<file path="src/rtl/obi_data_stall_injector.sv">
// OBI data-port timing shim between the core and memory.
// Holds each core request for GNT_STALL cycles before forwarding it, limits
// outstanding transactions to DEPTH, and queues memory responses so that each
// one reaches the core RVALID_DELAY+1 cycles after it arrived. Response order
// and payload are preserved; delivered responses are counted.
module obi_data_stall_injector #(
    parameter int GNT_STALL    = 2,
    parameter int RVALID_DELAY = 3,
    parameter int DEPTH        = 4
) (
    input  logic        clk_i,
    input  logic        rst_ni,
    // core side
    input  logic        s_req_i,
    output logic        s_gnt_o,
    input  logic [31:0] s_addr_i,
    input  logic        s_we_i,
    input  logic [3:0]  s_be_i,
    input  logic [31:0] s_wdata_i,
    output logic        s_rvalid_o,
    output logic [31:0] s_rdata_o,
    output logic        s_err_o,
    output logic        s_exokay_o,
    // memory side
    output logic        m_req_o,
    input  logic        m_gnt_i,
    output logic [31:0] m_addr_o,
    output logic        m_we_o,
    output logic [3:0]  m_be_o,
    output logic [31:0] m_wdata_o,
    input  logic        m_rvalid_i,
    input  logic [31:0] m_rdata_i,
    input  logic        m_err_i,
    input  logic        m_exokay_i,
    // status
    output logic [31:0] txn_cnt_o,
    output logic        ovf_o
);

    localparam int PTR_W = $clog2(DEPTH);
    localparam int OUT_W = $clog2(DEPTH + 1);
    localparam int ENT_W = 32 + 1 + 1 + 5;

    localparam logic [3:0]       STALL_N   = 4'(GNT_STALL);
    localparam logic [4:0]       REL_AGE   = 5'(RVALID_DELAY);
    localparam logic [OUT_W-1:0] OUT_MAX   = OUT_W'(DEPTH);
    localparam logic [PTR_W:0]   FIFO_FULL = (PTR_W + 1)'(DEPTH);

    localparam logic [1:0] ST_IDLE = 2'd0;
    localparam logic [1:0] ST_HOLD = 2'd1;
    localparam logic [1:0] ST_FWD  = 2'd2;

    logic [1:0]       state_q, state_d;
    logic [3:0]       stall_cnt_q, stall_cnt_d;
    logic [OUT_W-1:0] outstanding_q;
    logic             credit_ok;
    logic             fwd_en;
    logic             hs;
    logic             rsp_done;

    logic [ENT_W-1:0] fifo_mem [DEPTH];
    logic [PTR_W:0]   wr_ptr_q, rd_ptr_q;
    logic [PTR_W:0]   fill;
    logic             fifo_empty, fifo_full;
    logic [ENT_W-1:0] in_ent, head_ent;
    logic             head_vld;
    logic [4:0]       head_age;
    logic [4:0]       now_q;
    logic             pop, push, pop_stored, drop;

    // ---------------- request gate ----------------
    // With no stall configured, IDLE behaves like FWD so a request can be
    // granted in the very cycle it appears.
    assign credit_ok = (outstanding_q < OUT_MAX);
    assign fwd_en    = (state_q == ST_FWD) || ((state_q == ST_IDLE) && (STALL_N == 4'd0));
    assign m_req_o   = fwd_en && s_req_i && credit_ok;
    assign hs        = m_req_o && m_gnt_i;
    assign s_gnt_o   = hs;

    // Attributes are stable from request to grant, so they pass straight through.
    assign m_addr_o  = s_addr_i;
    assign m_we_o    = s_we_i;
    assign m_be_o    = s_be_i;
    assign m_wdata_o = s_wdata_i;

    // Next-state logic: stall_cnt counts request cycles, the IDLE cycle included.
    always_comb begin
        state_d     = state_q;
        stall_cnt_d = stall_cnt_q;
        case (state_q)
            ST_IDLE: begin
                if (s_req_i) begin
                    if (STALL_N == 4'd0) begin
                        stall_cnt_d = 4'd0;
                        state_d     = hs ? ST_IDLE : ST_FWD;
                    end else if (STALL_N == 4'd1) begin
                        stall_cnt_d = 4'd1;
                        state_d     = ST_FWD;
                    end else begin
                        stall_cnt_d = 4'd1;
                        state_d     = ST_HOLD;
                    end
                end
            end
            ST_HOLD: begin
                if (!s_req_i) begin
                    stall_cnt_d = 4'd0;
                    state_d     = ST_IDLE;
                end else begin
                    stall_cnt_d = stall_cnt_q + 4'd1;
                    if (stall_cnt_q + 4'd1 == STALL_N) begin
                        state_d = ST_FWD;
                    end
                end
            end
            ST_FWD: begin
                if (hs || !s_req_i) begin
                    stall_cnt_d = 4'd0;
                    state_d     = ST_IDLE;
                end
            end
            default: begin
                stall_cnt_d = 4'd0;
                state_d     = ST_IDLE;
            end
        endcase
    end

    // Gate FSM state and stall counter.
    always_ff @(posedge clk_i or negedge rst_ni) begin
        if (!rst_ni) begin
            state_q     <= ST_IDLE;
            stall_cnt_q <= 4'd0;
        end else begin
            state_q     <= state_d;
            stall_cnt_q <= stall_cnt_d;
        end
    end

    // Outstanding credit: up on grant, down on delivery to the core.
    assign rsp_done = s_rvalid_o && (outstanding_q != '0);
    always_ff @(posedge clk_i or negedge rst_ni) begin
        if (!rst_ni) begin
            outstanding_q <= '0;
        end else if (hs && !rsp_done) begin
            outstanding_q <= outstanding_q + 1'b1;
        end else if (!hs && rsp_done) begin
            outstanding_q <= outstanding_q - 1'b1;
        end
    end

    // ---------------- response queue ----------------
    // An arriving response can be released in its own cycle when the queue is
    // empty; since the output is registered, release at age RVALID_DELAY puts
    // s_rvalid_o RVALID_DELAY+1 cycles after m_rvalid_i.
    assign fill       = wr_ptr_q - rd_ptr_q;
    assign fifo_empty = (fill == '0);
    assign fifo_full  = (fill == FIFO_FULL);
    assign in_ent     = {m_rdata_i, m_err_i, m_exokay_i, now_q};
    assign head_ent   = fifo_empty ? in_ent : fifo_mem[rd_ptr_q[PTR_W-1:0]];
    assign head_vld   = !fifo_empty || m_rvalid_i;
    assign head_age   = now_q - head_ent[4:0];
    assign pop        = head_vld && (head_age >= REL_AGE);
    assign push       = m_rvalid_i && !fifo_full && !(fifo_empty && pop);
    assign pop_stored = pop && !fifo_empty;
    assign drop       = m_rvalid_i && fifo_full;

    // Free-running stamp clock and queue pointers.
    always_ff @(posedge clk_i or negedge rst_ni) begin
        if (!rst_ni) begin
            now_q    <= 5'd0;
            wr_ptr_q <= '0;
            rd_ptr_q <= '0;
        end else begin
            now_q <= now_q + 5'd1;
            if (push) begin
                wr_ptr_q <= wr_ptr_q + 1'b1;
            end
            if (pop_stored) begin
                rd_ptr_q <= rd_ptr_q + 1'b1;
            end
        end
    end

    // Queue storage; pointers alone define validity, so no reset needed.
    always_ff @(posedge clk_i) begin
        if (push) begin
            fifo_mem[wr_ptr_q[PTR_W-1:0]] <= in_ent;
        end
    end

    // Registered response to the core; payload holds between beats.
    always_ff @(posedge clk_i or negedge rst_ni) begin
        if (!rst_ni) begin
            s_rvalid_o <= 1'b0;
            s_rdata_o  <= 32'd0;
            s_err_o    <= 1'b0;
            s_exokay_o <= 1'b0;
        end else begin
            s_rvalid_o <= pop;
            if (pop) begin
                s_rdata_o  <= head_ent[ENT_W-1:7];
                s_err_o    <= head_ent[6];
                s_exokay_o <= head_ent[5];
            end
        end
    end

    // Delivered-response counter and sticky overflow flag.
    always_ff @(posedge clk_i or negedge rst_ni) begin
        if (!rst_ni) begin
            txn_cnt_o <= 32'd0;
            ovf_o     <= 1'b0;
        end else begin
            if (pop) begin
                txn_cnt_o <= txn_cnt_o + 32'd1;
            end
            if (drop) begin
                ovf_o <= 1'b1;
            end
        end
    end

endmodule

</file>
<file path="config.mk">
export PLATFORM = sky130hd
export DESIGN_NAME = obi_data_stall_injector
export DESIGN_NICKNAME = d
export VERILOG_FILES = /design/src/rtl/obi_data_stall_injector.sv
export SDC_FILE = /design/constraint.sdc
export NUM_CORES = 1
export LEC_CHECK = 0
export CORE_AREA = 10 10 151 153
export CTS_BUF_LIST = sky130_fd_sc_hd__clkbuf_16
export DETAILED_ROUTE_END_ITERATION = 8
export DIE_AREA = 0 0 161 163
export HOLD_SLACK_MARGIN = 0.12
export PLACE_DENSITY = 0.85
export SLEW_MARGIN = 20
export SYNTH_ARGS = -nofsm -noshare
export SYNTH_HDL_FRONTEND = slang
export SYNTH_SLANG_ARGS = --single-unit
</file>
<file path="constraint.sdc">
create_clock -name clk_i -period 14.71 [get_ports clk_i]
set_clock_uncertainty 0.2 [all_clocks]
set_input_delay 2.942 -clock clk_i [delete_from_list [all_inputs] [get_ports clk_i]]
set_output_delay 2.942 -clock clk_i [all_outputs]
set_load 0.02 [all_outputs]
</file>
==> flow_summary.ini, run 1 <==
[die]
coreArea_um2 = 19900
fp-row-count = 52
start_util = 0.532
die_w_um = 161
io_pins = 247
dieArea_um2 = 26200
die_h_um = 163

[route]
drt_iter0_drc = 375
wirelength_um = 23800
postRouteAntennaNets = 0
drc = 0
wl_per_cell_um = 23.6
vias = 5901
vias_per_cell = 5.86
drtPass1Iterations = 5

[synthesis]
syn_avg_cell_area_um2 = 15.8
synthFlopType = edfxtp_1
synth_edf_count = 156
synth_cell_types = 54
ys_async_sr_fraction = 0.361
ys_ff_latch = 244
synthCells = 668
synth_top_area_frac = 0.443
syn_area_um2 = 10600
synth-seq-area-share = 0.651
ys_warn_count = 0
synth_area_leader_cell = edfxtp_1
synth.net_count = 794
ys_top_cells_by_area = edfxtp_1 (44%), dfrtp_1 (21%), mux4_2 (8.3%), buf_4 (4.9%), a221o_1 (3.2%)

[sta]
period_needed_ns = 7.83
worst-slew-pin-transition_ns = 0.982
rsz0062_at_grt = false
fmax_mhz = 128
setup_tns_ns = 0
setup_violations = 0
drv_slew = 0
fin_crit_sh = 0.532
layout_setup_ws_ns = 6.88
hold_viol = 0
timing.hold.ws_ns = 0.280
slew_headroom = 0.340

[cells_and_area]
drive_gt1_frac = 0.142
stdcell_count = 1007
area_delta_synth_final_pct = 16.3
nets = 843
fillers = 1471
post-route-util = 0.618
n_antenna_cell = 0
final_area_um2 = 12300

[flow_run]
max-cap-violations = 0

[setup_path]
arrival_ns = 4.69
critical_path_class = input pin to output port
crit_start = s_req_i
regToRegStartpoint = wr_ptr_q[0]
crit_end = s_gnt_o
cp-start-kind = input pin
crit_path_end_kind = output port
reg2reg_depth = 16
worstPathMaxFanout = 7
critPathRequiredTime_ns = 11.57
rr_endpoint = txn_cnt_o[1]
reg2reg_slack_ns = 9.46

[clock_network]
clk_path_buf_depth = 3
clkLatencyLatePin_ns = 0.52
post_cts_buffers = 0
hold_buffers = 0
numCtsBuffers = 26
cts_resized = 0
clk_pin_slew_worst_paths_ns = 0.06
root_buffer = clkbuf_16
h-tree-depth = 1
cts.sinks = 244
tritoncts = built

[pwr]
leakagePower_nw = 4.59
power.density_nw_per_um2 = 240
peakVddDrop_mv = 0.148
power.total_mw = 2.95

[grt]
grt_pass1_wl_um = 37700
grt_start_max_net_pins = 65
grt_use_total = 0.180
antenna_found_initial = 0
grt_overflow = 0
first_global_vias = 6540

[placed_design]
place_area_um2 = 11400
place_hpwl_um = 15000
placed_cells = 959
io_buffer_count = 108
dp_slack_ns = 6.89
place_congestion = 0.783

[hold_path]
hp-class = register to register
hold_depth = 1

[run_status]
status = finished clean
==> area by class of cell <==
cell class                      instances  area, um^2  area share
Sequential cell                       244        6890       0.560
Multi-Input combinational cell        318        3030       0.246
Timing Repair Buffer                  114        1120      0.0913
Clock buffer                           26         651      0.0529
Tap cell                              270         338      0.0275
Clock inverter                         22         221      0.0180
Inverter                               13        48.8     0.00397
==> cell families after synthesis <==
family | synth area share
DFF | 0.651
buffers and inverters | 0.0650
xor gates and xnor gates | 0.0396
adders and majority gates | 0.0227
AOI/OAI and AO/OA | 0.0495
and+or+nand+nor | 0.0819
muxes | 0.0906
==> worst max-delay path, cell delays in order <==
cell	delay (ns)
clkdlybuf4s50_1	0.58
nor4bb_1	0.31
and2_1	0.23
clkdlybuf4s50_1	0.63
==> how the worst min path moves through the flow <==
stage	start	to	slack, ns
finish	txn_cnt_o[31]	txn_cnt_o[31]	0.28
global route	txn_cnt_o[31]	txn_cnt_o[31]	0.30
CTS	txn_cnt_o[31]	txn_cnt_o[31]	0.28
detailed placement	txn_cnt_o[31]	txn_cnt_o[31]	0.27
global placement	txn_cnt_o[31]	txn_cnt_o[31]	0.26
floorplan	wr_ptr_q[2]	wr_ptr_q[2]	0.26
==> metal layers <==
metal | share of wire | wire length [um] | track usage
met1 | 0.37 | 8900 | 0.209
met2 | 0.52 | 12400 | 0.319
met3 | 0.061 | 1450 | 0.0359
met4 | 0.045 | 1060 | 0.0786
met5 | 0 | 0 | 0
==> registers in the layout, summed over array words and instances, names as in the netlist, 2 cells and up <==
name and cells:
txn_cnt_o 32, s_rdata_o 32, rd_ptr_q 3, outstanding_q 3, stall_cnt_q 4, now_q 5, fifo_mem 156, state_q 2
wr_ptr_q 3
==> synthesized netlist by cell type, types with 7 or more instances <==
cell type / count
mux4_2: 39
dfrtp_1: 88
ha_1: 16
inv_1: 13
buf_4: 69
o21ai_0: 9
and2b_1: 7
a221o_1: 34
nor3_1: 12
clkbuf_1: 13
and3_1: 8
edfxtp_1: 156
nand2_1: 21
buf_2: 7
xnor2_1: 16
nor2_1: 13
nor4_1: 7
xor2_1: 30
nor2b_1: 30
nand3_1: 18
==> cells in the final DEF (no fill, tap or decap), types with 3 or more instances in the layout <==
| cell | n |
|---|---|
| and2b_1 | 7 |
| a221o_1 | 34 |
| nor2_1 | 12 |
| nor4b_2 | 3 |
| ha_1 | 16 |
| nand3_1 | 18 |
| mux2_2 | 3 |
| nor4_1 | 7 |
| clkinv_2 | 5 |
| nand4b_1 | 3 |
| clkbuf_16 | 26 |
| nor3_1 | 12 |
| nand2_1 | 21 |
| xnor2_1 | 16 |
| clkinv_1 | 6 |
| mux4_2 | 39 |
| a21oi_1 | 5 |
| and2_4 | 3 |
| and3b_1 | 3 |
| nor2b_1 | 30 |
| buf_4 | 7 |
| xor2_1 | 30 |
| nand3b_1 | 4 |
| inv_1 | 16 |
| o21ai_0 | 9 |
| dfrtp_1 | 86 |
| bufinv_16 | 4 |
| and3_1 | 8 |
| clkdlybuf4s50_1 | 107 |
| edfxtp_1 | 156 |
==> report_power, final <==
group / internal, mW / leakage [nW] / total, mW / switching [mW]
combinational: 0.559 / 1.64 / 1.25 / 0.695
sequential: 0.942 / 2.52 / 1.04 / 0.0943
clock: 0.394 / 0.435 / 0.658 / 0.264
(Power assumes the default switching activity.)
==> inputs of run 2 (changes only) <==
CORE_AREA = 10 10 165 167   (was 10 10 151 153)
DIE_AREA = 0 0 175 177   (was 0 0 161 163)
PLACE_DENSITY = 0.75   (was 0.85)
clock period = 6.57 ns   (was 14.71 ns; I/O delays follow)
==> run 2 against run 1 <==
Net effect: flip-flop and latch count is the same; final area shrank 0.38%; non-clock buffer count is the same; hold slack lost 0.017 ns; register-to-register slack lost 8.3 ns; critical path depth grew 11; first-iteration DRC count grew 34%; largest cell class unchanged.
==> flow_summary.ini, run 2 (synthesis gave the netlist of run 1 again) <==
[run_status]
status = finished clean

[clock_network]
clk_pin_slew_worst_paths_ns = 0.06
root_buffer = clkbuf_16
clkLatencyLatePin_ns = 0.53
clk_path_buf_depth = 3
h-tree-depth = 1
hold_buffers = 0
tritoncts = built
cts.sinks = 244
cts_resized = 0
post_cts_buffers = 0
numCtsBuffers = 25

[sta]
fin_crit_sh = 0.824
hold_viol = 0
setup_tns_ns = 0
slew_headroom = 0.285
worst-slew-pin-transition_ns = 1.07
layout_setup_ws_ns = 1.16
rsz0062_at_grt = false
setup_violations = 0
fmax_mhz = 185
drv_slew = 0
period_needed_ns = 5.41

[pwr]
leakagePower_nw = 4.55
power.density_nw_per_um2 = 516
power.total_mw = 6.33
peakVddDrop_mv = 0.305

[grt]
grt_use_total = 0.139
grt_pass1_wl_um = 34500
antenna_found_initial = 2
grt_overflow = 0
first_global_vias = 6087
grt_start_max_net_pins = 74

[setup_path]
critPathMaxStageDelay_ns = 0.81
crit_chain = ha_1, nor2b_1, xor2_1, nand2_1, nand2_1, o21ai_0, ha_1, fa_1, nor2b_1, o22a_1, o221a_2, mux2_4, nand2b_2, inv_1, mux2_1
worst-path-buf-inv = 1
critical_path_class = register to register
crit_path_end_kind = register
critPathSlowestCell = dfrtp_2
critPathRequiredTime_ns = 6.77
arrival_ns = 5.62
cp-start-kind = register
worstPathMaxFanout = 36
cp_top_family = simple AND/OR/NAND/NOR gates

[route]
wl_per_cell_um = 20.4
drc = 0
drt_iter0_drc = 504
vias_per_cell = 5.34
wirelength_um = 21600
vias = 5655
postRouteAntennaNets = 0
drtPass1Iterations = 4

[cells_and_area]
largest_register_ffs = 156
area_delta_synth_final_pct = 15.8
mostFrequentLayoutCells = edfxtp_1 (156), clkdlybuf4s50_1 (107), dfrtp_1 (86)
final_common_cell = edfxtp_1
n_antenna_cell = 0
final_area_um2 = 12300
drive_gt1_frac = 0.132
post-route-util = 0.512
nets = 842

[placed_design]
place_area_um2 = 11500
place_congestion = 0.776
dp_slack_ns = 1.16
io_buffer_count = 108
place_hpwl_um = 14100

[die]
fp-row-count = 57
coreArea_um2 = 24000
die_w_um = 175
dieArea_um2 = 31000
start_util = 0.442
io_pins = 247
die_h_um = 177

[hold_path]
hp-class = register to register

[flow_run]
max-cap-violations = 0
## run 2: layer usage
metal  vias up  GRT usage  wire (um)
met5         -          0         27
met4         4     0.0509        677
met3        60     0.0393       1610
met2       189      0.224      10200
met1      2842      0.176       9140
li1       2560          -          -
## run 2: worst reg2reg max path, delay by kind of cell, from the launching register on
kind                     cells  cell delay [ns]
AND/OR/NAND/NOR              5             1.69
adder cells (fa/ha/maj)      3             0.86
flip-flops                   1             0.81
multiplexers                 2             0.73
AO/OA/AOI/OAI                3             0.54
XOR/XNOR                     1             0.29
buffers and inverters        1             0.16
## run 2: where the power goes
part	internal, mW	leakage, nW	switching, mW
registers	2.11	2.52	0.235
clock network	0.734	0.400	0.566
logic	1.24	1.64	1.44
total	4.09	4.55	2.24
## run 2: worst paths after layout
| kind | startpoint | cells after the start | endpoint | slack [ns] |
|---|---|---|---|---|
| max reg2reg | rd_ptr_q[0] | 15 | txn_cnt_o[1] | 1.16 |
| min | txn_cnt_o[31] | 1 | txn_cnt_o[31] | 0.26 |
| min reg2reg | txn_cnt_o[31] | 1 | txn_cnt_o[31] | 0.26 |
| max | rd_ptr_q[0] | 15 | txn_cnt_o[1] | 1.16 |
| max in group asynchronous | rst_ni | 2 | rd_ptr_q[1] | 4.76 |
| min in group asynchronous | rst_ni | 1 | txn_cnt_o[25] | 0.43 |
## run 2: area by class of cell
class,count,area [um^2]
Fill cell,1981,11700
Clock inverter,20,133
Tap cell,324,405
Inverter,13,48.8
Sequential cell,244,6890
Multi-Input combinational cell,318,3030
Clock buffer,25,626
Timing Repair Buffer,114,1130
## run 2: per-stage QoR
step           cells  hold WS (ns)
3_5_place_dp    1013         0.262
5_1_grt         1058         0.296
3_3_place_gp    1013         0.256
6_report        1058         0.262
4_1_cts         1058         0.269
2_1_floorplan    668         0.262
